**src/rtl/serial_fa_ctrl.sv**
```systemverilog
// Bit-serial WIDTH-bit adder that time-shares one Fa_mux full-adder cell.
// Define SERIAL_FA_SUB_EN to add the sub port (a - b via inverted B, carry-in 1).

module Fa_mux (
   input  logic i_a,
   input  logic i_b,
   input  logic i_c,
   output logic o_s,
   output logic o_co
);
   logic w_p;
   assign w_p  = i_a ^ i_b;
   // Propagate selects: sum = ~c / c, carry = c / generate (a)
   assign o_s  = w_p ? ~i_c : i_c;
   assign o_co = w_p ? i_c : i_a;
endmodule

module serial_fa_ctrl #(
   parameter int WIDTH = 8
) (
   input  logic             clk,
   input  logic             rst,
   input  logic             start,
   input  logic [WIDTH-1:0] a,
   input  logic [WIDTH-1:0] b,
`ifdef SERIAL_FA_SUB_EN
   input  logic             sub,
`endif
   input  logic             cin,
   output logic             busy,
   output logic             done,
   output logic [WIDTH-1:0] sum,
   output logic             cout
);
   localparam int CW = (WIDTH > 1) ? $clog2(WIDTH) : 1;
   localparam logic [CW-1:0] LAST = CW'(WIDTH - 1);

   typedef enum logic [1:0] {S_IDLE, S_RUN, S_DONE} state_t;

   state_t           r_state;
   logic [WIDTH-1:0] r_a;
   logic [WIDTH-1:0] r_b;
   logic [WIDTH-1:0] r_acc;
   logic             r_c;
   logic [CW-1:0]    r_cnt;
   logic             r_busy;
   logic             r_done;
   logic [WIDTH-1:0] r_sum;
   logic             r_cout;

   logic             w_s;
   logic             w_co;
   logic [WIDTH-1:0] w_b_ld;
   logic             w_c_ld;

`ifdef SERIAL_FA_SUB_EN
   assign w_b_ld = sub ? ~b : b;
   assign w_c_ld = sub ? 1'b1 : cin;
`else
   assign w_b_ld = b;
   assign w_c_ld = cin;
`endif

   Fa_mux u_fa (
      .i_a  (r_a[0]),
      .i_b  (r_b[0]),
      .i_c  (r_c),
      .o_s  (w_s),
      .o_co (w_co)
   );

   always_ff @(posedge clk or posedge rst) begin
      if (rst) begin
         r_state <= S_IDLE;
         r_a     <= '0;
         r_b     <= '0;
         r_acc   <= '0;
         r_c     <= 1'b0;
         r_cnt   <= '0;
         r_busy  <= 1'b0;
         r_done  <= 1'b0;
         r_sum   <= '0;
         r_cout  <= 1'b0;
      end else begin
         unique case (r_state)
            S_IDLE: begin
               if (start) begin
                  r_a     <= a;
                  r_b     <= w_b_ld;
                  r_c     <= w_c_ld;
                  r_cnt   <= '0;
                  r_busy  <= 1'b1;
                  r_state <= S_RUN;
               end
            end
            S_RUN: begin
               r_a   <= r_a >> 1;
               r_b   <= r_b >> 1;
               r_acc <= {w_s, r_acc[WIDTH-1:1]};
               r_c   <= w_co;
               if (r_cnt == LAST) begin
                  // Publish result only on the final bit so sum stays stable
                  r_sum   <= {w_s, r_acc[WIDTH-1:1]};
                  r_cout  <= w_co;
                  r_done  <= 1'b1;
                  r_state <= S_DONE;
               end else begin
                  r_cnt <= r_cnt + 1'b1;
               end
            end
            S_DONE: begin
               r_done  <= 1'b0;
               r_busy  <= 1'b0;
               r_state <= S_IDLE;
            end
            default: r_state <= S_IDLE;
         endcase
      end
   end

   assign busy = r_busy;
   assign done = r_done;
   assign sum  = r_sum;
   assign cout = r_cout;
endmodule

```
**config.mk**
```make
export PLATFORM = sky130hd
export DESIGN_NAME = serial_fa_ctrl
export DESIGN_NICKNAME = d
export VERILOG_FILES = /design/src/rtl/serial_fa_ctrl.sv
export SDC_FILE = /design/constraint.sdc
export NUM_CORES = 1
export LEC_CHECK = 0
export CORE_AREA = 3 3 64 60
export CTS_CLUSTER_DIAMETER = 60
export DETAILED_ROUTE_END_ITERATION = 8
export DIE_AREA = 0 0 67 63
export GPL_TIMING_DRIVEN = 0
export PLACE_DENSITY = 0.8
export SETUP_SLACK_MARGIN = 0.05
export SYNTH_ARGS = -nofsm -noshare
export SYNTH_HDL_FRONTEND = slang
export SYNTH_SLANG_ARGS = --single-unit
```
**constraint.sdc**
```tcl
create_clock -name clk -period 3.9 [get_ports clk]
set_clock_uncertainty 0.2 [all_clocks]
set_input_delay 0.78 -clock clk [delete_from_list [all_inputs] [get_ports clk]]
set_output_delay 0.78 -clock clk [all_outputs]
set_load 0.05 [all_outputs]
```
---- Yosys cells after proc, flatten, opt, wreduce, memory -nomap -nowiden ----
Cells that the tools add are included.
operators by class
  add/subtract/negate cells ............... 1
  eq/ne operators ......................... 6
  mux-type cells .......................... 18
  bitwise logic cells ..................... 2
  reduce and logical (&&, ||, !) cells .... 10
operator list
  cell                   number
  $pmux W8 S2            2
  $mux W8                2
  $reduce_and A2 Y1      5
  $mux W3                2
  $ne A2 B2 Y1 const B   3
  $pmux W1 S2            3
  $pmux W3 S2            1
  $reduce_bool A2 Y1     3
  $mux W1                5
  $mux W2                2
  $pmux W2 S2            1
  $add A3 B1 Y3 const B  1
  $eq A3 B3 Y1 const B   1
  $reduce_and A3 Y1      1
  $eq A2 B1 Y1 const B   1
  $eq A2 B2 Y1 const B   1
  $logic_not A2 Y1       1
  $not A1 Y1             1
  $xor A1 B1 Y1          1
storage, ports and cells
  register bits ........................... 41
  input port bits ......................... 20
  output and inout bits ................... 11
  logic and storage cells ................. 47

---- Logic depth before layout (Yosys ltp) ----
Gate-level depths: netlist of run 1.
  word-level depth ........................ 3
  depth in mapped cells ................... 6

---- Hierarchy ----
A second synthesis of run 1 with hierarchy kept.
second synthesis, totals
  cell total of the unflattened synthesis .. 164
  area total of the unflattened synthesis .. 1774.2 um^2
modules (own cells, without submodules)
  module          times used  cells each  area each (um^2)  sequential area each (um^2)
  serial_fa_ctrl  1           162         1740.4            1001.0
  Fa_mux          1           2           33.8              0.0

---- Least setup slack after synthesis of run 1 ----
No wires, ideal clock.
  path type ............................... register to register
  start ................................... register r_cnt[0]
  end ..................................... register r_cout, in the netlist cout
  setup time .............................. 128 ps
  arrival ................................. 1394 ps
  slack ................................... 2179 ps
  stages on the path, launching flop included .. 6
  buffers on the path ..................... 1
  path through ............................ dfrtp_1 ha_1 ha_1 nand3b_1 buf_2 mux2_1
on the way
  word-level cells in the longest chain between the ends .. 2
ends and longest elaborated chain
  what                                RTL line  source
  start, declared                     45        logic [CW-1:0] r_cnt;
  start signal, assigned              108       r_cnt <= r_cnt + 1'b1;
  $eq A3 B3 Y1                        101       if (r_cnt == LAST) begin
  $reduce_and A2 Y1 (no source line)  n/a
  end signal, assigned                104       r_cout <= w_co;
  end, declared                       49        logic r_cout;
No other way between the ends.
A chain may end at the register's enable or synchronous reset.

---- Worst setup path after layout of run 1 ----
  start ................................... register r_done, in the netlist done
  end ..................................... output done
RTL lines
  what                    RTL line  source
  start, declared         47        logic r_done;
  start signal, assigned  81        r_done <= 1'b0;
  start signal, assigned  105       r_done <= 1'b1;
  start signal, assigned  112       r_done <= 1'b0;
  end, declared           31        output logic done,
No word-level cell between the ends.

==> results of run 1 <==
-- logic make-up after synthesis --
logic type      count (synthesis)
buf+inv                        15
mux                            24
simple gates                   51
fa+ha+maj                       3
flops                          40
xor+xnor                        2
compound gates                 27
-- power by group through the flow --
stage | Combinational, mW | Clock, mW | Sequential [mW]
finish | 0.749 | 0.250 | 0.705
global route | 0.825 | 0.284 | 0.731
CTS | 0.760 | 0.261 | 0.706
detailed placement | 0.760 | 0 | 0.714
global placement | 0.726 | 0 | 0.699
floorplan | 0.402 | 0 | 0.841
-- final timing paths --
check,start,depth (start not counted),to,slack [ns]
setup reg to reg,r_cnt[0]$_DFFE_PP0P_,5,sum[1]$_DFFE_PP0P_,1.99
setup / recovery,done$_DFFE_PP0P_,1,done,1.44
hold / removal,r_acc[1]$_DFFE_PP0P_,2,r_acc[1]$_DFFE_PP0P_,0.28
min in group asynchronous,rst,2,sum[4]$_DFFE_PP0P_,0.78
max in group asynchronous,rst,2,r_b[1]$_DFFE_PP0P_,2.21
hold reg to reg,r_acc[1]$_DFFE_PP0P_,2,r_acc[1]$_DFFE_PP0P_,0.28
-- flip-flops by register name (all words and copies together), names as in the netlist --
register	flops
r_a	8
r_b	8
done	1
r_state	2
r_c	1
r_cnt	3
cout	1
busy	1
r_acc	7
sum	8
-- cells in the final DEF (no fill, tap or decap), types with 3 or more instances in the layout --
cell	netlist	final
sky130_fd_sc_hd__clkbuf_1	2	3
sky130_fd_sc_hd__dfrtp_1	40	40
sky130_fd_sc_hd__nor2b_1	4	4
sky130_fd_sc_hd__clkbuf_8	0	5
sky130_fd_sc_hd__clkdlybuf4s50_1	0	30
sky130_fd_sc_hd__mux2i_1	16	16
sky130_fd_sc_hd__inv_1	6	5
sky130_fd_sc_hd__buf_2	4	4
sky130_fd_sc_hd__o21ai_1	17	17
sky130_fd_sc_hd__nand2b_1	3	3
sky130_fd_sc_hd__mux2_1	8	8
sky130_fd_sc_hd__a21oi_1	5	5
sky130_fd_sc_hd__nand2_1	38	38
-- layer usage --
metal,up-vias,wire length [um]
li1,608,-
met3,6,158
met1,610,1470
met2,32,1650
met5,-,0
met4,0,51
-- cell type report --
cell class,count,share of cell area (%)
Buffer,8,1.96
Clock buffer,6,3.34
Clock inverter,1,0.230
Inverter,7,1.21
Multi-Input combinational cell,107,30.9
Sequential cell,40,46.1
Tap cell,44,2.53
Timing Repair Buffer,30,13.8
==> run_summary.xml, run 1 <==
<?xml version="1.0" encoding="UTF-8"?>
<metrics>
  <group name="clock_network">
    <metric name="cts.htree.levels" unit="">2</metric>
    <metric name="clk_root_buffer_cell" unit="">sky130_fd_sc_hd__clkbuf_8</metric>
    <metric name="cts_sinks" unit="">40</metric>
    <metric name="maximum_buffer_depth_of_the_clock_tree" unit="">2</metric>
    <metric name="postCtsHoldBufs" unit="">0</metric>
    <metric name="cts_setup_buffers" unit="">0</metric>
    <metric name="worst_setup_hold_path_clk_slew" unit="ns">0.07</metric>
    <metric name="clk-insertion-delay-late" unit="ns">0.29</metric>
    <metric name="tritoncts" unit="">done</metric>
    <metric name="cts_inserted_buffers" unit="">5</metric>
    <metric name="post_cts.resized_instances" unit="">0</metric>
  </group>
  <group name="pwr">
    <metric name="cell_internal_power_dissipation" unit="mW">1.02</metric>
    <metric name="peakVddDrop" unit="uV">334</metric>
    <metric name="power_density" unit="nW/um2">784</metric>
    <metric name="power.total" unit="mW">1.70</metric>
    <metric name="p_comb_share" unit="%">44.0</metric>
    <metric name="power.clock.fraction" unit="%">14.7</metric>
    <metric name="power.static_leakage" unit="nW">1.02</metric>
    <metric name="switching_share_of_power" unit="%">39.9</metric>
    <metric name="power_frac_seq" unit="%">41.4</metric>
    <metric name="power_switching" unit="uW">680</metric>
  </group>
  <group name="min_path">
    <metric name="hold_path_class" unit="">register to register</metric>
  </group>
  <group name="layout">
    <metric name="post_route_cells_drive_above_1_share" unit="%">8.04</metric>
    <metric name="area_delta_synth_final" unit="%">24.9</metric>
    <metric name="multi_input_area" unit="um2">671</metric>
    <metric name="insertedDiodeCount" unit="">0</metric>
    <metric name="nFillCells" unit="">278</metric>
    <metric name="finish.utilization" unit="%">65.8</metric>
    <metric name="layout.cell_area.non_filler" unit="um2">2170</metric>
    <metric name="design.final.nets" unit="">221</metric>
    <metric name="ff_latch_area" unit="um2">1000</metric>
    <metric name="final-instance-count-excl-fill" unit="">243</metric>
  </group>
  <group name="synth">
    <metric name="synth_cell_types" unit="">26</metric>
    <metric name="syn_area_per_cell" unit="um2">10.7</metric>
    <metric name="seq_area_frac_synth" unit="%">57.5</metric>
    <metric name="synth_fa_ha_area_share" unit="%">2.01</metric>
    <metric name="mux_share_of_post_synthesis_cell_area" unit="%">14.4</metric>
    <metric name="yosys_register_bits" unit="">40</metric>
    <metric name="synthCells" unit="">162</metric>
    <metric name="dominantRegCellSynth" unit="">sky130_fd_sc_hd__dfrtp_1</metric>
    <metric name="synth_enable_flop_cells" unit="">0</metric>
    <metric name="synth_top_area_share" unit="%">57.5</metric>
    <metric name="yosysTopAreaCell" unit="">sky130_fd_sc_hd__dfrtp_1</metric>
    <metric name="yosys-top-cells-count" unit="">sky130_fd_sc_hd__dfrtp_1, sky130_fd_sc_hd__nand2_1, sky130_fd_sc_hd__o21ai_1</metric>
    <metric name="combinational_family_with_the_most_area_after_synthesis" unit="">multiplexers</metric>
    <metric name="post-synth-top-count-cell" unit="">sky130_fd_sc_hd__dfrtp_1</metric>
    <metric name="synth_top_cells_by_area" unit="">sky130_fd_sc_hd__dfrtp_1, sky130_fd_sc_hd__mux2i_1, sky130_fd_sc_hd__nand2_1</metric>
    <metric name="synth_compound_gate_area_share" unit="%">8.34</metric>
    <metric name="postSynth.asyncResetShare" unit="%">100</metric>
    <metric name="yosys.area_share.simple" unit="%">12.8</metric>
    <metric name="syn_nets" unit="">184</metric>
    <metric name="synth.cell_area" unit="um2">1740</metric>
    <metric name="ys.warnings.count" unit="">0</metric>
    <metric name="synth_xor_area_share" unit="%">1.01</metric>
  </group>
  <group name="sta">
    <metric name="drv_slew" unit="">0</metric>
    <metric name="finalCritPeriodShare" unit="%">63.0</metric>
    <metric name="setup_repair_after_global_routing_missed_its_margin" unit="">no</metric>
    <metric name="timing.slew.headroom" unit="%">45.3</metric>
    <metric name="fin_ws" unit="ns">1.44</metric>
    <metric name="finalCriticalPeriod" unit="ns">2.46</metric>
    <metric name="fin_tns_setup" unit="ns">0</metric>
    <metric name="finalSetupViolations" unit="">0</metric>
    <metric name="timing_worst_slew_pin_value" unit="ns">0.820</metric>
    <metric name="worst_hold_slack" unit="ns">0.282</metric>
    <metric name="fmaxAchievable" unit="MHz">407</metric>
    <metric name="finalHoldViolCount" unit="">0</metric>
  </group>
  <group name="routing">
    <metric name="first_iter_violations" unit="">32</metric>
    <metric name="drt-vias-per-instance" unit="">5.17</metric>
    <metric name="post_drt_wl_per_cell" unit="um">13.7</metric>
    <metric name="firstDrtPassIters" unit="">4</metric>
    <metric name="post-route-drc-count" unit="">0</metric>
    <metric name="total_via_count_in_the_routed_design" unit="">1256</metric>
    <metric name="finalWirelength" unit="um">3330</metric>
    <metric name="antenna_left" unit="">0</metric>
  </group>
  <group name="floorplanning">
    <metric name="die_w" unit="um">67</metric>
    <metric name="starting_density" unit="%">52.7</metric>
    <metric name="num_rows" unit="">20</metric>
    <metric name="dieArea" unit="um2">4220</metric>
    <metric name="count_of_boundary_i_o_pins" unit="">31</metric>
    <metric name="die_h" unit="um">63</metric>
    <metric name="coreArea" unit="um2">3300</metric>
  </group>
  <group name="flow_run">
    <metric name="drv_cap" unit="">0</metric>
  </group>
  <group name="worst_setup_path">
    <metric name="critical_path_buf_inv_count" unit="">1</metric>
    <metric name="slowest_delay" unit="ns">0.82</metric>
    <metric name="criticalPathCategory" unit="">register to output port</metric>
    <metric name="startpoint_type" unit="">register</metric>
    <metric name="crit_family" unit="">buffers and inverters</metric>
    <metric name="critical_path.cell_chain" unit="">clkdlybuf4s50_1</metric>
    <metric name="cpMaxStageDelayCell" unit="">sky130_fd_sc_hd__clkdlybuf4s50_1</metric>
    <metric name="worst_setup_path_end_kind" unit="">output port</metric>
    <metric name="path_max_fanout" unit="">3</metric>
    <metric name="required_time_at_the_worst_slack_endpoint" unit="ns">2.92</metric>
    <metric name="crit_arrival" unit="ns">1.48</metric>
  </group>
  <group name="global_route">
    <metric name="gr-usage-all-layers" unit="%">18.4</metric>
    <metric name="grt_antenna_before_repair" unit="">0</metric>
    <metric name="most_utilized_layer_in_the_global_route_result" unit="">met2</metric>
    <metric name="grt_max_degree" unit="">41</metric>
    <metric name="grt.met2_usage" unit="%">31.2</metric>
    <metric name="gr-total-overflow" unit="">0</metric>
    <metric name="globalRouteMet3Util" unit="%">3.78</metric>
    <metric name="grt_first_pass_wirelength" unit="um">5740</metric>
    <metric name="gr-usage-met1" unit="%">22.8</metric>
    <metric name="first_global_vias" unit="">1284</metric>
  </group>
  <group name="placed_design">
    <metric name="dp_hpwl" unit="um">2420</metric>
    <metric name="io_buffer_count" unit="">30</metric>
    <metric name="routability_driven_placement_congestion_ratio" unit="">0.759</metric>
    <metric name="dp.cells" unit="">236</metric>
    <metric name="pre_cts_slack" unit="ns">1.47</metric>
    <metric name="cell_area_reported_after_detailed_placement" unit="um2">2100</metric>
  </group>
  <group name="outcome">
    <metric name="run_status" unit="">complete, no violations</metric>
  </group>
</metrics>
Note: power is estimated with default switching activity, not from simulation.
==> run 2: changes to the inputs <==
- CORE_AREA: 3 3 64 60 -> 3 3 66 62
- DIE_AREA: 0 0 67 63 -> 0 0 69 65
- PLACE_DENSITY: 0.8 -> 0.76
- clock period: 3.9 -> 2.5 ns (I/O delays scaled with it)
==> run 2 against run 1 <==
  * Clock power rose by 110%
  * Sequential cell count did not move
  * Combinational power rose by 55%
  * First-iteration DRC count rose by 120%
  * Sequential share of layout area fell by 0.63 points
  * Die area rose by 6.3%
  * Cell count rose by 0.41%
  * Non-clock buffer count did not move
  * Highest routed layer unchanged
==> run_summary.xml, run 2 (same netlist as run 1, synthesis figures left out) <==
<?xml version="1.0" encoding="UTF-8"?>
<metrics>
  <group name="clock_network">
    <metric name="postCtsHoldBufs" unit="">0</metric>
    <metric name="clk_root_buffer_cell" unit="">sky130_fd_sc_hd__clkbuf_8</metric>
    <metric name="post_cts.resized_instances" unit="">0</metric>
    <metric name="tritoncts" unit="">done</metric>
    <metric name="cts_inserted_buffers" unit="">5</metric>
    <metric name="maximum_buffer_depth_of_the_clock_tree" unit="">2</metric>
    <metric name="cts.htree.levels" unit="">2</metric>
    <metric name="cts_sinks" unit="">40</metric>
    <metric name="clk-insertion-delay-late" unit="ns">0.30</metric>
    <metric name="cts_setup_buffers" unit="">0</metric>
    <metric name="worst_setup_hold_path_clk_slew" unit="ns">0.08</metric>
  </group>
  <group name="routing">
    <metric name="total_via_count_in_the_routed_design" unit="">1248</metric>
    <metric name="antenna_left" unit="">0</metric>
    <metric name="met2_length" unit="um">1620</metric>
    <metric name="post_drt_wl_per_cell" unit="um">13.7</metric>
    <metric name="top_routing_layer_used" unit="">met4</metric>
    <metric name="first_iter_violations" unit="">71</metric>
    <metric name="finalWirelength" unit="um">3350</metric>
    <metric name="route.met3.wl" unit="um">170</metric>
    <metric name="firstDrtPassIters" unit="">4</metric>
    <metric name="drt-vias-per-instance" unit="">5.11</metric>
    <metric name="wirelength_met1" unit="um">1520</metric>
    <metric name="post-route-drc-count" unit="">0</metric>
  </group>
  <group name="worst_setup_path">
    <metric name="critical_path_buf_inv_count" unit="">1</metric>
    <metric name="required_time_at_the_worst_slack_endpoint" unit="ns">1.80</metric>
    <metric name="critical_path.cell_chain" unit="">clkdlybuf4s50_1</metric>
    <metric name="path_max_fanout" unit="">3</metric>
    <metric name="slowest_delay" unit="ns">0.82</metric>
    <metric name="startpoint_type" unit="">register</metric>
    <metric name="cpMaxStageDelayCell" unit="">sky130_fd_sc_hd__clkdlybuf4s50_1</metric>
    <metric name="crit_arrival" unit="ns">1.50</metric>
    <metric name="worst_r2r_path_depth" unit="">5</metric>
    <metric name="criticalPathCategory" unit="">register to output port</metric>
    <metric name="worst_setup_path_end_kind" unit="">output port</metric>
    <metric name="critical_path_depth" unit="">1</metric>
    <metric name="crit_family" unit="">buffers and inverters</metric>
  </group>
  <group name="sta">
    <metric name="fin_tns_setup" unit="ns">0</metric>
    <metric name="timing.slew.headroom" unit="%">47.3</metric>
    <metric name="finalCritPeriodShare" unit="%">88.1</metric>
    <metric name="finalSetupViolations" unit="">0</metric>
    <metric name="timing_worst_slew_pin_value" unit="ns">0.790</metric>
    <metric name="drv_slew" unit="">0</metric>
    <metric name="finalHoldViolCount" unit="">0</metric>
    <metric name="worst_hold_slack" unit="ns">0.292</metric>
    <metric name="fmaxAchievable" unit="MHz">454</metric>
    <metric name="fin_ws" unit="ns">0.298</metric>
    <metric name="setup_repair_after_global_routing_missed_its_margin" unit="">no</metric>
    <metric name="finalCriticalPeriod" unit="ns">2.20</metric>
  </group>
  <group name="global_route">
    <metric name="grt_max_degree" unit="">41</metric>
    <metric name="gr-usage-all-layers" unit="%">17.1</metric>
    <metric name="grt_antenna_before_repair" unit="">0</metric>
    <metric name="grt_first_pass_wirelength" unit="um">6100</metric>
    <metric name="first_global_vias" unit="">1376</metric>
    <metric name="gr-total-overflow" unit="">0</metric>
  </group>
  <group name="floorplanning">
    <metric name="coreArea" unit="um2">3400</metric>
    <metric name="count_of_boundary_i_o_pins" unit="">31</metric>
    <metric name="num_rows" unit="">20</metric>
    <metric name="dieArea" unit="um2">4490</metric>
    <metric name="starting_density" unit="%">51.1</metric>
    <metric name="die_w" unit="um">69</metric>
    <metric name="die_h" unit="um">65</metric>
  </group>
  <group name="min_path">
    <metric name="hold-path-cell-count" unit="">1</metric>
    <metric name="hold_path_class" unit="">register to register</metric>
  </group>
  <group name="placed_design">
    <metric name="routability_driven_placement_congestion_ratio" unit="">0.772</metric>
    <metric name="io_buffer_count" unit="">30</metric>
    <metric name="dp_hpwl" unit="um">2390</metric>
    <metric name="pre_cts_slack" unit="ns">0.337</metric>
  </group>
  <group name="pwr">
    <metric name="peakVddDrop" unit="uV">600</metric>
    <metric name="power.static_leakage" unit="nW">1.03</metric>
    <metric name="power_density" unit="nW/um2">1260</metric>
  </group>
  <group name="layout">
    <metric name="insertedDiodeCount" unit="">0</metric>
    <metric name="area_delta_synth_final" unit="%">26.6</metric>
    <metric name="most-common-layout-cells" unit="">sky130_fd_sc_hd__dfrtp_1, sky130_fd_sc_hd__nand2_1, sky130_fd_sc_hd__clkdlybuf4s50_1</metric>
    <metric name="finish.utilization" unit="%">64.7</metric>
    <metric name="design.final.nets" unit="">221</metric>
    <metric name="most_common_library_cell_in_the_layout_ignoring_fill_and_taps" unit="">sky130_fd_sc_hd__dfrtp_1</metric>
    <metric name="post_route_cells_drive_above_1_share" unit="%">8.50</metric>
    <metric name="nFillCells" unit="">282</metric>
  </group>
  <group name="flow_run">
    <metric name="drv_cap" unit="">0</metric>
  </group>
  <group name="outcome">
    <metric name="run_status" unit="">complete, no violations</metric>
  </group>
</metrics>
[run 2: worst register-to-register path: stages, from the launching register on]
cell,delay (ns)
sky130_fd_sc_hd__dfrtp_1,0.40
sky130_fd_sc_hd__ha_1,0.21
sky130_fd_sc_hd__ha_1,0.23
sky130_fd_sc_hd__nand3b_1,0.12
sky130_fd_sc_hd__buf_2,0.26
sky130_fd_sc_hd__mux2_1,0.35
[run 2: per-stage QoR]
| stage | cell area (um2) | total power, mW | cells |
|---|---|---|---|
| floorplan | 1740 | 1.94 | 162 |
| global placement | 2100 | 2.23 | 236 |
| detailed placement | 2100 | 2.29 | 236 |
| CTS | 2200 | 2.82 | 244 |
| global route | 2200 | 2.99 | 244 |
| finish | 2200 | 2.79 | 244 |
[run 2: layer usage]
| metal | vias up | global-route usage, % |
|---|---|---|
| met2 | 30 | 29.8 |
| li1 | 609 | - |
| met1 | 605 | 20.0 |
| met4 | 0 | 5.37 |
| met3 | 4 | 5.74 |
| met5 | - | 0 |
[run 2: final cells by class]
| type | instances | area [um2] | area share [%] |
|---|---|---|---|
| Tap cell | 44 | 55.1 | 2.50 |
| Timing Repair Buffer | 30 | 300 | 13.6 |
| Sequential cell | 40 | 1000 | 45.4 |
| Clock buffer | 6 | 72.6 | 3.29 |
| Inverter | 7 | 26.3 | 1.19 |
| Buffer | 8 | 42.5 | 1.93 |
| Clock inverter | 2 | 35.0 | 1.59 |
| Multi-Input combinational cell | 107 | 671 | 30.4 |
[run 2: final timing paths]
| kind | end | startpoint | slack (ns) |
|---|---|---|---|
| hold reg to reg | sum[0]$_DFFE_PP0P_ | sum[0]$_DFFE_PP0P_ | 0.29 |
| min in group asynchronous | sum[5]$_DFFE_PP0P_ | rst | 0.47 |
| setup reg to reg | cout$_DFFE_PP0P_ | r_cnt[0]$_DFFE_PP0P_ | 0.60 |
| setup / recovery | done | done$_DFFE_PP0P_ | 0.30 |
| max in group asynchronous | r_b[2]$_DFFE_PP0P_ | rst | 1.12 |
| hold / removal | sum[0]$_DFFE_PP0P_ | sum[0]$_DFFE_PP0P_ | 0.29 |
[run 2: where the power goes]
| group | switching, mW | internal, mW | total [mW] |
|---|---|---|---|
| clock | 0.220 | 0.296 | 0.516 |
| sequential | 0.181 | 0.926 | 1.11 |
| combinational | 0.683 | 0.480 | 1.16 |
